[src/rtl/wave_gen.sv]
// wave_gen: programmable triangle / sawtooth / square / hold set-point generator
// with a run-time prescaler. Emits a registered signed sample plus tick/wrap strobes.
module wave_gen #(
    parameter int unsigned WIDTH     = 8,
    parameter int unsigned DIV_WIDTH = 24
) (
    input  logic                        cclk,
    input  logic                        rstb,
    input  logic                        clr,
    input  logic                        en,
    input  logic [1:0]                  mode,
    input  logic [DIV_WIDTH-1:0]        div,
    input  logic [WIDTH-2:0]            step,
    input  logic signed [WIDTH-1:0]     lo,
    input  logic signed [WIDTH-1:0]     hi,
    output logic signed [WIDTH-1:0]     wave,
    output logic                        dir,
    output logic                        tick,
    output logic                        wrap
);

    localparam int unsigned XW = WIDTH + 1;

    typedef enum logic [1:0] {
        MODE_TRI  = 2'b00,
        MODE_SAW  = 2'b01,
        MODE_SQR  = 2'b10,
        MODE_HOLD = 2'b11
    } mode_e;

    logic [DIV_WIDTH-1:0]    cnt_q, cnt_d;
    logic signed [WIDTH-1:0] wave_q, wave_d;
    logic                    dir_q, dir_d;
    logic                    tick_q, tick_d;
    logic                    wrap_q, wrap_d;

    logic signed [XW-1:0]    wave_x, lo_x, hi_x, step_x;
    logic signed [WIDTH-1:0] inc_c, dec_c, lo_c, hi_c;
    mode_e                   mode_s;

    // Clamp a widened value to [lo, hi]; hi bound first, so lo > hi yields lo.
    function automatic logic signed [WIDTH-1:0] clamp(
        input logic signed [XW-1:0] v,
        input logic signed [XW-1:0] lo_v,
        input logic signed [XW-1:0] hi_v
    );
        logic signed [XW-1:0] r;
        r = v;
        if (r > hi_v) r = hi_v;
        if (r < lo_v) r = lo_v;
        return r[WIDTH-1:0];
    endfunction

    // Widened operands and the candidate next samples.
    always_comb begin
        mode_s = mode_e'(mode);
        wave_x = {wave_q[WIDTH-1], wave_q};
        lo_x   = {lo[WIDTH-1], lo};
        hi_x   = {hi[WIDTH-1], hi};
        step_x = {2'b00, step};
        inc_c  = clamp(wave_x + step_x, lo_x, hi_x);
        dec_c  = clamp(wave_x - step_x, lo_x, hi_x);
        lo_c   = clamp(lo_x, lo_x, hi_x);
        hi_c   = clamp(hi_x, lo_x, hi_x);
    end

    // Next-state: prescaler, waveform update rules and strobes.
    always_comb begin
        cnt_d  = cnt_q;
        wave_d = wave_q;
        dir_d  = dir_q;
        tick_d = 1'b0;
        wrap_d = 1'b0;
        if (clr) begin
            cnt_d  = '0;
            wave_d = '0;
            dir_d  = 1'b1;
        end else if (!en) begin
            cnt_d = '0;
        end else if (cnt_q >= div) begin
            cnt_d  = '0;
            tick_d = 1'b1;
            unique case (mode_s)
                MODE_TRI: begin
                    if (dir_q) begin
                        if (wave_q >= hi) begin
                            dir_d  = 1'b0;
                            wave_d = dec_c;
                        end else begin
                            wave_d = inc_c;
                        end
                    end else begin
                        if (wave_q <= lo) begin
                            dir_d  = 1'b1;
                            wave_d = inc_c;
                            wrap_d = 1'b1;
                        end else begin
                            wave_d = dec_c;
                        end
                    end
                end
                MODE_SAW: begin
                    dir_d = 1'b1;
                    if (wave_q >= hi) begin
                        wave_d = lo_c;
                        wrap_d = 1'b1;
                    end else begin
                        wave_d = inc_c;
                    end
                end
                MODE_SQR: begin
                    if (dir_q) begin
                        wave_d = hi_c;
                        dir_d  = 1'b0;
                        wrap_d = 1'b1;
                    end else begin
                        wave_d = lo_c;
                        dir_d  = 1'b1;
                    end
                end
                MODE_HOLD: begin
                    wave_d = wave_q;
                end
                default: begin
                    wave_d = wave_q;
                end
            endcase
        end else begin
            cnt_d = cnt_q + DIV_WIDTH'(1);
        end
    end

    // State and output registers.
    always_ff @(posedge cclk or negedge rstb) begin
        if (!rstb) begin
            cnt_q  <= '0;
            wave_q <= '0;
            dir_q  <= 1'b1;
            tick_q <= 1'b0;
            wrap_q <= 1'b0;
        end else begin
            cnt_q  <= cnt_d;
            wave_q <= wave_d;
            dir_q  <= dir_d;
            tick_q <= tick_d;
            wrap_q <= wrap_d;
        end
    end

    assign wave = wave_q;
    assign dir  = dir_q;
    assign tick = tick_q;
    assign wrap = wrap_q;

endmodule

[config.mk]
export PLATFORM = sky130hd
export DESIGN_NAME = wave_gen
export DESIGN_NICKNAME = d
export VERILOG_FILES = /design/src/rtl/wave_gen.sv
export SDC_FILE = /design/constraint.sdc
export NUM_CORES = 1
export LEC_CHECK = 0
export ABC_AREA = 1
export BUFFER_PORTS_ARGS = -buffer_cell sky130_fd_sc_hd__buf_4
export CORE_AREA = 2 2 104 132
export CTS_CLUSTER_SIZE = 25
export DETAILED_ROUTE_END_ITERATION = 8
export DIE_AREA = 0 0 106 134
export PLACE_DENSITY = 0.62
export SYNTH_ARGS = -nofsm -noshare
export SYNTH_HDL_FRONTEND = slang
export SYNTH_SLANG_ARGS = --single-unit
[constraint.sdc]
create_clock -name cclk -period 6.7 [get_ports cclk]
set_clock_uncertainty 0.15 [all_clocks]
set_input_delay 0.335 -clock cclk [delete_from_list [all_inputs] [get_ports cclk]]
set_output_delay 0.335 -clock cclk [all_outputs]
set_load 0.01 [all_outputs]
==> summary.md <==
| Metric | Value |
|---|---|
| Slew HR | `42.3%` |
| CP top delay family | `simple AND/OR/NAND/NOR gates` |
| Area of the multi-input gates | `0.00420 mm²` |
| CP bufs+invs | `4` |
| Mapped cell area | `0.00573 mm²` |
| First-pass GRT wire length | `26,300 µm` |
| RSZ-0062 raised after global routing | `false` |
| Post-CTS Hold Fix Bufs | `1` |
| Non-Filler Instances | `1,114` |
| Clock slew at reported path FFs | `0.06 ns` |
| Initial Util | `44.1%` |
| Synth warnings | `0` |
| Hold Crit Class | `input pin to flip-flop` |
| Core Rows | `47` |
| # nets final | `1,105` |
| Clock sink count | `35` |
| Post-synthesis mux area share | `0%` |
| Worst-margin pin slew | `0.864 ns` |
| Cell at the slowest stage of the critical path | `dfrtp_1` |
| Maxcap violations | `0` |
| H-Tree Depth | `2` |
| Num CTS Buffers | `5` |
| Worst setup EP type | `flip-flop` |
| Final hold slack | `0.0877 ns` |
| DR vias/cell | `5.15` |
| Largest net degree at the start of global routing | `36` |
| Overall Power | `834 µW` |
| Synthesized-area fraction occupied by adder cells | `24.3%` |
| Unique cell type count in the Yosys netlist | `47` |
| Vias post-DR | `5,735` |
| Max Fclk | `0.179 GHz` |
| CTS tree | `done` |
| Post-CTS setup repair buffer count | `0` |
| Placer Congestion | `0.920` |
| Share of layout cells above drive strength 1 | `10.7%` |
| CP Class | `flip-flop to flip-flop` |
| Core ar. | `0.0130 mm²` |
| Crit path largest cell delay | `0.46 ns` |
| Antenna violation net count after detailed routing | `0` |
| Tot GR Track Use | `22.9%` |
| WP data arrival | `5.66 ns` |
| I/O Pins | `64` |
| Post-synthesis register bit count | `35` |
| TritonRoute pass-1 iters | `5` |
| Post-synthesis simple-gate area fraction | `34.0%` |
| Post-synthesis compound-gate area fraction | `11.5%` |
| Post-cts resize count | `0` |
| Data required time at the worst endpoint | `6.77 ns` |
| Port bufs | `63` |
| Status | `complete, no violations` |
| Skew-Pair Late Insertion Delay | `0.29 ns` |
| Post-Synth XOR/XNOR Area | `3.51%` |
| Top cell by count, worst path | `nand2_1` |
| Die Y | `134 µm` |
| Period utilization | `83.4%` |
| Total die area | `0.0142 mm²` |
| Power per cell area | `127 mW/mm²` |
| Peak VDD IR | `0.0838 mV` |
| Die extent in x | `106 µm` |
| Fill cells | `1,369` |
| Dominant synthesized flop cell | `dfrtp_1` |
| Max clock buf depth | `2` |
| Minimum clock period | `5.59 ns` |
| Grt total ovfl | `0` |
| Vias in the first global route | `5,691` |
| Antenna fix cells | `0` |
| Largest family of logic cells by synthesized area | `simple AND/OR/NAND/NOR gates` |
| DR DRC count | `0` |
| Synth Area per Inst | `6.51 µm²` |
| Seq/Total Area, Yosys | `15.3%` |
| Routed WL | `15,700 µm` |
| Leakage | `3.72 nW` |
| Setup violators final | `0` |
| DR iter-0 viols | `295` |
| Slew Viols, Final | `0` |
| Hold Fails Final Rpt | `0` |
| Clock root buffer | `clkbuf_16` |
| Post-synth net total | `1,043` |
| P&R area growth vs syn | `14.4%` |
| Initial antenna violation count | `0` |
| Placed cell count | `1,105` |
| Final TNS setup | `0 ns` |
| Number of synthesized flops with an enable pin | `0` |
| Async set-or-reset flop fraction in the synthesized netlist | `100%` |
| Startpoint types | `flip-flop` |
| Seq. cell area | `877 µm²` |
| Hpwl dp | `12,800 µm` |
| Crit-path max FO | `14` |
| Wire per inst | `14.1 µm` |
| Cells after Synth | `880` |
-- power by group --
part | leakage (nW) | switching [mW] | internal [mW]
Sequential | 0.485 | 0.000701 | 0.212
Combinational | 3.15 | 0.225 | 0.128
Clock | 0.0838 | 0.0933 | 0.175
Total | 3.72 | 0.319 | 0.515
-- cells in the final DEF, fill, tap and decap left out, types with 3 or more instances in the layout --
master and n:
nand2_1 188, inv_1 158, nand3_1 115, ha_1 108, buf_4 63, a21oi_1 51, nor2_1 49, o21ai_0 36
dfrtp_1 34, nor3_1 18, xor2_1 16, nand4_1 14, o21a_1 11, xnor2_1 7, inv_2 5, nand2_2 5
nor2_2 5, nand3b_1 5, clkbuf_16 5, nand3_2 4, nor3_2 4, nor4_1 4, o21ai_1 3, a31oi_1 3
-- Yosys cell counts (7+ instances only) --
| library cell | count | area [µm²] |
|---|---|---|
| inv_1 | 158 | 593 |
| dfrtp_1 | 34 | 851 |
| xnor2_1 | 7 | 61.3 |
| ha_1 | 108 | 1350 |
| nand4_1 | 14 | 87.6 |
| a21oi_1 | 51 | 255 |
| o21a_1 | 11 | 82.6 |
| xor2_1 | 16 | 140 |
| nand3_1 | 115 | 576 |
| nor2_1 | 49 | 184 |
| nand2_1 | 188 | 706 |
| o21ai_0 | 36 | 180 |
| nor3_1 | 18 | 90.1 |
-- sequential cells by signal, summed over array words and instances (netlist names) --
name / cells
wrap: 1
dir: 1
wave: 8
cnt_q: 24
tick: 1
-- cell type report --
class / instances / area share, %
Clock buffer: 5 / 1.91
Clock inverter: 3 / 0.668
Inverter: 164 / 9.39
Multi-Input combinational cell: 672 / 64.0
Sequential cell: 35 / 13.4
Tap cell: 171 / 3.26
Timing Repair Buffer: 64 / 7.36
-- per-layer routing --
layer,routed length (µm),part of all wire (%),vias up,track usage [%]
met5,0,0,-,0
met4,427,2.7,0,7.60
met2,7850,50,118,43.1
met3,579,3.7,26,1.80
li1,-,-,3043,-
met1,6800,43,2548,27.3
-- cell families after synthesis --
logic type / after synthesis
flip-flops: 35
AO/OA/AOI/OAI: 117
adder cells (fa/ha/maj): 110
AND/OR/NAND/NOR: 422
buffers and inverters: 173
XOR/XNOR: 23
-- metrics by stage --
stage | area (µm²) | utilization [%] | worst slack [ns]
after floorplan | 5730 | - | 1.92
after global placement | 6380 | 49.1 | 1.26
after detailed placement | 6380 | 49.1 | 1.20
after CTS | 6560 | 50.5 | 1.16
after global routing | 6560 | 50.5 | 0.554
final | 6560 | 50.5 | 1.11
-- worst paths after layout --
path,startpoint,to,slack [ns],cells after the start
worst max register to register,wave[2],wave[0],1.11,30
min in group asynchronous,rstb,cnt_q[3],0.41,2
max in group asynchronous,rstb,dir,5.64,2
worst min register to register,cnt_q[0],cnt_q[0],0.37,1
worst max-delay path,wave[2],wave[0],1.11,30
worst min-delay path,clr,cnt_q[21],0.09,2
No activity file was read; power rests on OpenSTA's default activity.
